File: src/rtl/imem_fetch_ctrl_pkg.sv
// Shared definitions for the instruction fetch path.
package imem_fetch_ctrl_pkg;

  // Encoding of "addi x0, x0, 0", returned for fetches outside the SRAM.
  localparam logic [31:0] ImemNop = 32'h0000_0013;

  typedef struct packed {
    logic [31:0] ir;
  } imem_rsp_t;

endpackage

File: src/rtl/ifetch_if_t.sv
// Fetch request/response channel pair between core front-end and fetch controller.
interface ifetch_if_t #(
  parameter int unsigned AW = 32,
  parameter int unsigned DW = 32
);
  logic          req_vld;
  logic          req_rdy;
  logic [AW-1:0] req_pc;
  logic          rsp_vld;
  logic          rsp_rdy;
  logic [DW-1:0] rsp_ir;

  modport slave (
    input  req_vld, req_pc, rsp_rdy,
    output req_rdy, rsp_vld, rsp_ir
  );

  modport master (
    output req_vld, req_pc, rsp_rdy,
    input  req_rdy, rsp_vld, rsp_ir
  );
endinterface

File: src/rtl/resp_fifo2.sv
// Two-entry response FIFO with same-cycle push/pop and register-backed head.
module resp_fifo2 #(
  parameter int unsigned DW = 32
) (
  input  logic          clk,
  input  logic          rst_n,
  input  logic          push,
  input  logic [DW-1:0] push_data,
  input  logic          pop,
  output logic [DW-1:0] head,
  output logic          empty,
  output logic          full,
  output logic [1:0]    count
);

  logic [DW-1:0] mem_q [2];
  logic          wr_ptr_q, wr_ptr_d;
  logic          rd_ptr_q, rd_ptr_d;
  logic          full_q, full_d;
  logic          empty_q, empty_d;
  logic          do_push, do_pop;

  // A push into a full FIFO is only legal when the head leaves in the same cycle.
  assign do_push = push & (~full_q | pop);
  assign do_pop  = pop & ~empty_q;

  // Pointer and full/empty flag next-state.
  always_comb begin
    wr_ptr_d = wr_ptr_q ^ do_push;
    rd_ptr_d = rd_ptr_q ^ do_pop;
    full_d   = full_q;
    empty_d  = empty_q;
    if (do_push && !do_pop) begin
      empty_d = 1'b0;
      full_d  = (wr_ptr_d == rd_ptr_q);
    end else if (do_pop && !do_push) begin
      full_d  = 1'b0;
      empty_d = (rd_ptr_d == wr_ptr_q);
    end
  end

  // Storage and pointer registers; when full, the write lands in the slot being popped.
  always_ff @(posedge clk or negedge rst_n) begin
    if (!rst_n) begin
      for (int i = 0; i < 2; i++) mem_q[i] <= '0;
      wr_ptr_q <= 1'b0;
      rd_ptr_q <= 1'b0;
      full_q   <= 1'b0;
      empty_q  <= 1'b1;
    end else begin
      if (do_push) mem_q[wr_ptr_q] <= push_data;
      wr_ptr_q <= wr_ptr_d;
      rd_ptr_q <= rd_ptr_d;
      full_q   <= full_d;
      empty_q  <= empty_d;
    end
  end

  // Status and head outputs.
  always_comb begin
    head  = mem_q[rd_ptr_q];
    empty = empty_q;
    full  = full_q;
    count = full_q ? 2'd2 : (empty_q ? 2'd0 : 2'd1);
  end

endmodule

File: src/rtl/imem_fetch_ctrl.sv
// Instruction fetch controller: one-cycle SRAM read with in-order, 2-deep response buffering.
module imem_fetch_ctrl
  import imem_fetch_ctrl_pkg::*;
#(
  parameter int unsigned AW    = 32,
  parameter int unsigned DW    = 32,
  parameter int unsigned DEPTH = 1024
) (
  input  logic                     clk,
  input  logic                     rst_n,
  ifetch_if_t.slave                ifetch,
  output logic                     mem_cs,
  output logic [$clog2(DEPTH)-1:0] mem_addr,
  input  logic [DW-1:0]            mem_rdata
);

  localparam int unsigned AddrW  = $clog2(DEPTH);
  localparam imem_rsp_t   NopRsp = '{ir: ImemNop};
  localparam logic [DW-1:0] NopIr = DW'(NopRsp.ir);

  logic [AW-3:0] word_idx;
  logic [1:0]    unused_pc_lo;
  logic          in_range;
  logic          inflight_q, inflight_d;
  logic          oor_q, oor_d;
  logic          req_hs, rsp_hs;
  logic [1:0]    occupancy;
  logic [DW-1:0] rd_data;
  logic          fifo_push, fifo_pop, fifo_empty, fifo_full;
  logic [1:0]    fifo_count;
  logic [DW-1:0] fifo_head;

  assign word_idx     = ifetch.req_pc[AW-1:2];
  assign unused_pc_lo = ifetch.req_pc[1:0];
  assign in_range     = ((word_idx >> AddrW) == '0);

  // Response path: flow-through from the SRAM when nothing older is queued.
  assign rd_data        = oor_q ? NopIr : mem_rdata;
  assign ifetch.rsp_vld = inflight_q | ~fifo_empty;
  assign ifetch.rsp_ir  = (fifo_empty & inflight_q) ? rd_data : fifo_head;
  assign rsp_hs         = ifetch.rsp_vld & ifetch.rsp_rdy;

  // Ready depends only on state and rsp_rdy, never on req_vld; forced low in reset.
  assign occupancy      = {1'b0, inflight_q} + fifo_count;
  assign ifetch.req_rdy = rst_n & ((occupancy < 2'd2) | rsp_hs);
  assign req_hs         = ifetch.req_vld & ifetch.req_rdy;

  // SRAM request, FIFO control and in-flight tracking.
  always_comb begin
    mem_cs     = req_hs & in_range;
    mem_addr   = mem_cs ? word_idx[AddrW-1:0] : '0;
    fifo_pop   = rsp_hs & ~fifo_empty;
    // Buffer the returning word unless it is consumed directly this cycle.
    fifo_push  = inflight_q & ~(fifo_empty & ifetch.rsp_rdy);
    inflight_d = req_hs;
    oor_d      = req_hs & ~in_range;
  end

  // In-flight read register.
  always_ff @(posedge clk or negedge rst_n) begin
    if (!rst_n) begin
      inflight_q <= 1'b0;
      oor_q      <= 1'b0;
    end else begin
      inflight_q <= inflight_d;
      oor_q      <= oor_d;
    end
  end

  resp_fifo2 #(
    .DW (DW)
  ) u_resp_fifo2 (
    .clk       (clk),
    .rst_n     (rst_n),
    .push      (fifo_push),
    .push_data (rd_data),
    .pop       (fifo_pop),
    .head      (fifo_head),
    .empty     (fifo_empty),
    .full      (fifo_full),
    .count     (fifo_count)
  );

  logic unused_fifo_full;
  assign unused_fifo_full = fifo_full;

endmodule

File: src/flat_wrapper.sv
// flat-port wrapper written by rule: the top's interface ports become plain ports
module imem_fetch_ctrl_flat import imem_fetch_ctrl_pkg::*;
#(
  parameter int unsigned AW    = 32,
  parameter int unsigned DW    = 32,
  parameter int unsigned DEPTH = 1024
)
  (clk, rst_n, mem_cs, mem_addr, mem_rdata, ifetch_req_vld, ifetch_req_pc, ifetch_rsp_rdy, ifetch_req_rdy, ifetch_rsp_vld, ifetch_rsp_ir);
  ifetch_if_t #(.AW(AW), .DW(DW)) ifetch_i ();
  input  logic clk;
  input  logic rst_n;
  output logic mem_cs;
  output logic [$clog2(DEPTH)-1:0] mem_addr;
  input  logic [DW-1:0] mem_rdata;
  input wire logic [$bits(ifetch_i.req_vld)-1:0] ifetch_req_vld;
  input wire logic [$bits(ifetch_i.req_pc)-1:0] ifetch_req_pc;
  input wire logic [$bits(ifetch_i.rsp_rdy)-1:0] ifetch_rsp_rdy;
  output wire logic [$bits(ifetch_i.req_rdy)-1:0] ifetch_req_rdy;
  output wire logic [$bits(ifetch_i.rsp_vld)-1:0] ifetch_rsp_vld;
  output wire logic [$bits(ifetch_i.rsp_ir)-1:0] ifetch_rsp_ir;
  assign ifetch_i.req_vld = ifetch_req_vld;
  assign ifetch_i.req_pc = ifetch_req_pc;
  assign ifetch_i.rsp_rdy = ifetch_rsp_rdy;
  assign ifetch_req_rdy = ifetch_i.req_rdy;
  assign ifetch_rsp_vld = ifetch_i.rsp_vld;
  assign ifetch_rsp_ir = ifetch_i.rsp_ir;
  imem_fetch_ctrl #(.AW(AW), .DW(DW), .DEPTH(DEPTH)) u_core (.clk(clk), .rst_n(rst_n), .ifetch(ifetch_i), .mem_cs(mem_cs), .mem_addr(mem_addr), .mem_rdata(mem_rdata));
endmodule
File: config.mk
export PLATFORM = sky130hd
export DESIGN_NAME = imem_fetch_ctrl_flat
export DESIGN_NICKNAME = d
export VERILOG_FILES = /design/src/rtl/imem_fetch_ctrl_pkg.sv /design/src/rtl/ifetch_if_t.sv /design/src/rtl/resp_fifo2.sv /design/src/rtl/imem_fetch_ctrl.sv /design/src/flat_wrapper.sv
export SDC_FILE = /design/constraint.sdc
export NUM_CORES = 1
export LEC_CHECK = 0
export ABC_AREA = 1
export BUFFER_PORTS_ARGS = -buffer_cell sky130_fd_sc_hd__buf_2
export CORE_UTILIZATION = 47
export CTS_CLUSTER_DIAMETER = 30
export DETAILED_ROUTE_END_ITERATION = 10
export GPL_TIMING_DRIVEN = 1
export PLACE_DENSITY_LB_ADDON = 0.25
export RECOVER_POWER = 100
export SYNTH_ARGS = -nofsm -noshare
export SYNTH_HDL_FRONTEND = slang
export SYNTH_SLANG_ARGS = --single-unit
File: constraint.sdc
create_clock -name clk -period 1.8 [get_ports clk]
set_input_delay 0.09 -clock clk [delete_from_list [all_inputs] [get_ports clk]]
set_output_delay 0.09 -clock clk [all_outputs]
set_load 0.02 [all_outputs]
==> results.toml, run 1 <==
[placed_design]
place_ws_ns = 0.0359
numPortBuffers = 110
gp_congestion = 0.782
dp_cells = 694
dpl.hpwl_um = 6040

[synth]
syn_area_um2 = 3850
ys_dominant_reg_cell = "dfrtp_1"
yosysSeqAreaShare = 0.455
post_synth.cell_area_avg_um2 = 7.73
synth-edff-count = 0
ys_top_cells_by_area = "dfrtp_1 45%, nand2_1 11%, o21ai_0 10%"
synth_top_area_frac = 0.449
ys_types = 27
ys_warn_count = 0
synth-seq-cells = 70
async_flop_share = 1.00
yosysTopAreaCell = "dfrtp_1"
syn_inst = 498
syn_nets = 569

[clock_tree]
path_clk_slew_ns = 0.07
cts_max_level = 3
cts_sinks = 70
clockBufferDepth = 2
cts_tree = "yes"
clk_latency_ns = 0.35
ctsRootBufferMaster = "clkbuf_8"
cts_buffers = 9

[status]
violations = "setup timing"
outcome = "finished, violations left"

[sta]
skew_ns = 0.00932
worstMarginPinSlew_ns = 0.693
clock.fmax_ghz = 0.549
setup_viol = 22
finalCritPeriodShare = 1.01
grt_setup_unrepaired = "true"
fin_ws_ns = -0.0203
final.min_clock_period_ns = 1.82
hold_viol_final = 0
slew_violations = 0
relSlewSlack = 0.537
setup_tns_ns = -0.195

[die]
fp-row-count = 32
core_area_um2 = 7810
die_w_um = 92.5
die_y_um = 92.5
ios = 113
die-area_um2 = 8550
initial_core_util = 0.493

[worst_hold_path]
hold_path_class = "primary input to flip-flop"

[power]
p_total_mw = 7.90
power_density_nw_per_um2 = 1590
peakVddDrop_mv = 0.608
p_leak_nw = 2.56

[worst_setup_path]
critPathRequiredTime_ns = 2.03
cpPeakStageDelay_ns = 0.39
crit_type = "flip-flop to flip-flop"
rrSetupSlack_ns = -0.02
critPathMaxFanout = 20
arrival_ns = 2.05
crit_slowest_cell = "dfrtp_1"
endpoint_kind = "flip-flop"
worstPathCellList = "or2_2 -> a21oi_1 -> ha_4 -> buf_12 -> mux2_2"
startpoint_type = "flip-flop"

[layout]
layout_common_cells = "111 x nand2_1, 81 x buf_2, 79 x inv_1, 73 x o21ai_0, 68 x dfrtp_1"
antennaDiodeCount = 0
drive_gt1_frac = 0.321
final_common_cell = "nand2_1"
areaGrowthSynthToFinish_pct = 29.2
final_nets = 683
final_cells = 719

[global_route]
grt_pass1_vias = 3514
grt_use_total = 0.226
grt_overflow_total = 0
grt_pass1_wl_um = 15100
antenna_found_initial = 0
grt_start_max_net_pins = 51

[routing]
wl_um = 9290
vias = 3554
drt-wirelength-per-cell_um = 12.9
first_iter_violations = 198
ant_nets = 0
drc = 0
firstDrtPassIters = 4
via_per_inst = 4.94

[flow_run]
maxCapViolCount = 0
-- per-stage QoR --
step                 util  hold WS [ns]  area, um2
detailed placement  0.584       -0.0489       4560
CTS                 0.624        0.0256       4870
global placement    0.584       -0.0443       4560
finish              0.637        0.0315       4970
global route        0.637        0.0473       4970
floorplan               -        -0.206       3860
-- final timing paths --
| check | depth (start not counted) | from | endpoint |
|---|---|---|---|
| worst max-delay path | 5 | u_core.u_resp_fifo2.full$_DFFE_PN0P_ | u_core.u_resp_fifo2.mem_q[35]$_DFFE_PN0P_ |
| worst min-delay path | 3 | mem_rdata[1] | u_core.u_resp_fifo2.mem_q[33]$_DFFE_PN0P_ |
| worst max register to register | 5 | u_core.u_resp_fifo2.full$_DFFE_PN0P_ | u_core.u_resp_fifo2.mem_q[35]$_DFFE_PN0P_ |
| worst min register to register | 1 | u_core.u_resp_fifo2.mem_q[48]$_DFFE_PN0P_ | u_core.u_resp_fifo2.mem_q[48]$_DFFE_PN0P_ |
| max in group asynchronous | 3 | rst_n | u_core.u_resp_fifo2.rd_ptr_q$_DFF_PN0_ |
| min in group asynchronous | 2 | rst_n | u_core.u_resp_fifo2.mem_q[29]$_DFFE_PN0P_ |
-- report_power, final --
group	switching (mW)	internal [mW]	total (mW)
registers	0.318	2.28	2.60
clock network	0.609	0.856	1.46
logic	2.34	1.50	3.84
total	3.27	4.63	7.90
-- worst max-delay path: cells and delay by family (launching register included) --
| kind | cells | cell delay [ns] |
|---|---|---|
| buffers and inverters | 1 | 0.17 |
| DFF | 1 | 0.39 |
| AOI/OAI and AO/OA | 1 | 0.27 |
| muxes | 1 | 0.35 |
| and+or+nand+nor | 1 | 0.30 |
| adders and majority gates | 1 | 0.22 |
-- metal layers --
| layer | vias to the layer above | global-route usage | part of all wire |
|---|---|---|---|
| met4 | 0 | 0.0964 | 0.017 |
| li1 | 1778 | - | - |
| met1 | 1644 | 0.262 | 0.42 |
| met5 | - | 0 | 0 |
| met2 | 123 | 0.410 | 0.50 |
| met3 | 9 | 0.0361 | 0.058 |
-- flip-flops by register name, summed over array words and instances (netlist names) --
signal	cells
u_core.inflight_q	1
u_core.oor_q	1
u_core.u_resp_fifo2.empty	1
u_core.u_resp_fifo2.full	1
u_core.u_resp_fifo2.mem_q	64
u_core.u_resp_fifo2.rd_ptr_q	1
u_core.u_resp_fifo2.wr_ptr_q	1
-- cell usage after synthesis (2+ instances only) --
cell      count
clkbuf_1      8
o21ai_0      77
ha_1          3
o21ai_1      15
nand2_1     112
inv_1        80
nand3_1       4
dfrtp_1      69
nor2_1       52
nor3_2        9
a21oi_1       7
mux2_2       29
nor3_1        2
buf_2        18
-- cell families after synthesis --
| family | Yosys count | share of synthesized area |
|---|---|---|
| simple gates | 185 | 0.202 |
| buf+inv | 111 | 0.117 |
| compound gates | 100 | 0.130 |
| flops | 70 | 0.455 |
| mux | 29 | 0.0848 |
| fa+ha+maj | 3 | 0.00975 |
-- cell type report --
| type | instances | area, um2 |
|---|---|---|
| Inverter | 81 | 307 |
| Timing Repair Buffer | 132 | 851 |
| Tap cell | 102 | 128 |
| Sequential cell | 70 | 1760 |
| Clock inverter | 5 | 81.3 |
| Fill cell | 686 | 2840 |
| Multi-Input combinational cell | 318 | 1700 |
| Clock buffer | 11 | 151 |
-- what timing repair did --
item | CTS | global route
pin swaps | 2 | 3
hold buffers | 1 | 0
endpoints found under the hold margin | 34 | 0
buffers inserted | 2 | 3
setup endpoints to repair | 26 | 53
gates cloned | 1 | 2
gates resized for setup | 12 | 17
Power figures use the tool's default switching activity.
==> inputs of run 2 (changes only) <==
--- a/config.mk
+++ b/config.mk
@@ -12,7 +12,7 @@
 export DETAILED_ROUTE_END_ITERATION = 10
 export GPL_TIMING_DRIVEN = 1
 export PLACE_DENSITY_LB_ADDON = 0.25
-export RECOVER_POWER = 100
+export RECOVER_POWER = 25
 export SYNTH_ARGS = -nofsm -noshare
 export SYNTH_HDL_FRONTEND = slang
 export SYNTH_SLANG_ARGS = --single-unit
==> results.toml, run 2 (same netlist as run 1, synthesis figures left out) <==
[layout]
final_common_cell = "nand2_1"
drive_gt1_frac = 0.324
largest_reg_flops = 64
final-seq-area_um2 = 1760
fill_cells = 684
multi_input_area_um2 = 1710
antennaDiodeCount = 0
final_cell_area_um2 = 4990
final_nets = 683
max_flop_register = "u_core.u_resp_fifo2.mem_q"
areaGrowthSynthToFinish_pct = 29.7
layout_common_cells = "110 x nand2_1, 98 x buf_2, 79 x inv_1, 73 x o21ai_0, 68 x dfrtp_1"

[routing]
via_per_inst = 4.95
wl_um = 9270
first_iter_violations = 178
firstDrtPassIters = 5
vias = 3556
drt-wirelength-per-cell_um = 12.9
ant_nets = 0
drc = 0

[clock_tree]
clockBufferDepth = 2
cts_buffers = 9
clk_latency_ns = 0.35
path_clk_slew_ns = 0.07
cts_sinks = 70
ctsRootBufferMaster = "clkbuf_8"
cts_max_level = 3
cts_tree = "yes"

[worst_hold_path]
hold_path_class = "primary input to flip-flop"
min_from = "mem_rdata[1]"

[worst_setup_path]
arrival_ns = 1.71
crit_type = "flip-flop to primary output"
crit_path_start = "u_core.u_resp_fifo2.empty$_DFFE_PN1P_"
critPathMaxFanout = 6
worstPathCellList = "inv_2 -> nand2_1 -> nand2_1 -> nand2_2 -> nand3_4 -> nor3_2 -> buf_4"
cp_num_buf_inv = 2
cpMostUsedCell = "nand2_1"
critical_path.top_delay_family = "simple AND/OR/NAND/NOR gates"
cpPeakStageDelay_ns = 0.56
rrSetupSlack_ns = 0.08
crit_slowest_cell = "dfstp_2"
startpoint_type = "flip-flop"
r2r-start = "u_core.u_resp_fifo2.empty$_DFFE_PN1P_"
critPathRequiredTime_ns = 1.71
endpoint_kind = "primary output"

[sta]
slew_violations = 0
skew_ns = 0.00886
relSlewSlack = 0.537
hold_viol_final = 0
grt_setup_unrepaired = "true"
clock.fmax_ghz = 0.555
setup_tns_ns = -0.00344
worst_hold_slack_ns = 0.0317
fin_ws_ns = -0.00184
setup_viol = 2
final.min_clock_period_ns = 1.80
worstMarginPinSlew_ns = 0.693
finalCritPeriodShare = 1.00

[die]
initial_core_util = 0.493
die_y_um = 92.5
ios = 113
fp-row-count = 32
die_w_um = 92.5
core_area_um2 = 7810
die-area_um2 = 8550

[placed_design]
gp_congestion = 0.782
dpl.hpwl_um = 6040
placed_cell_area_um2 = 4560
numPortBuffers = 110
place_ws_ns = 0.0359

[status]
violations = "setup timing"
outcome = "finished, violations left"

[power]
p_total_mw = 7.92
pwr-share-seq = 0.329
switching_share = 0.412
p_switching_mw = 3.26
peakVddDrop_mv = 0.614
p_int_mw = 4.66
combPwrFrac = 0.486
pwr-share-clk = 0.185
p_leak_nw = 2.56
power_density_nw_per_um2 = 1590

[global_route]
antenna_found_initial = 0
grt_start_max_net_pins = 51
grt_pass1_vias = 3514
grt_pass1_wl_um = 15100
grt_overflow_total = 0
grt_use_total = 0.226

[flow_run]
maxCapViolCount = 0
run 2: metrics by stage:
| stage | utilization | cells |
|---|---|---|
| final | 0.639 | 719 |
| after global placement | 0.584 | 694 |
| after detailed placement | 0.584 | 694 |
| after CTS | 0.624 | 714 |
| after global routing | 0.639 | 719 |
| after floorplan | - | 498 |
run 2: final cells by class:
type / count / area share
clock buffers: 11 / 0.0303
clock inverters: 5 / 0.0163
inverters: 81 / 0.0619
multi-input cells: 318 / 0.343
flip-flops and latches: 70 / 0.352
well taps: 102 / 0.0256
repair buffers: 132 / 0.171
run 2: timing repair:
item | in CTS | in global routing
endpoints found under the hold margin | 34 | 0
pin swaps | 2 | 3
resized for setup | 12 | 17
cloned | 1 | 2
hold buffers | 1 | 0
buffers inserted | 2 | 3
setup endpoints to repair | 26 | 53
run 2: routing by layer:
metal	wire length, um	track usage	part of all wire
met1	3950	0.262	0.43
met2	4750	0.410	0.51
met3	505	0.0361	0.054
met4	61	0.0964	0.0066
met5	0	0	0
run 2: path summary, 6_finish.rpt:
check,end,cells after the start
min in group asynchronous,u_core.u_resp_fifo2.mem_q[29]$_DFFE_PN0P_,2
hold reg to reg,u_core.u_resp_fifo2.mem_q[48]$_DFFE_PN0P_,1
setup / recovery,mem_addr[7],7
max in group asynchronous,u_core.u_resp_fifo2.rd_ptr_q$_DFF_PN0_,3
setup reg to reg,u_core.u_resp_fifo2.mem_q[12]$_DFFE_PN0P_,9
hold / removal,u_core.u_resp_fifo2.mem_q[33]$_DFFE_PN0P_,3
run 2: power groups by stage:
stage,sequential (mW),combinational (mW),clock (mW)
after floorplan,2.49,2.60,0
after detailed placement,2.67,3.58,0
after CTS,2.61,3.70,1.48
after global routing,2.67,4.28,1.55
after global placement,2.63,3.50,0
final,2.60,3.85,1.46
run 2: tightest hold or removal path, delay by kind of cell:
kind | cells | cell delay, ns
simple gates | 1 | 0.05
compound gates | 1 | 0.12
buf+inv | 1 | 0.07
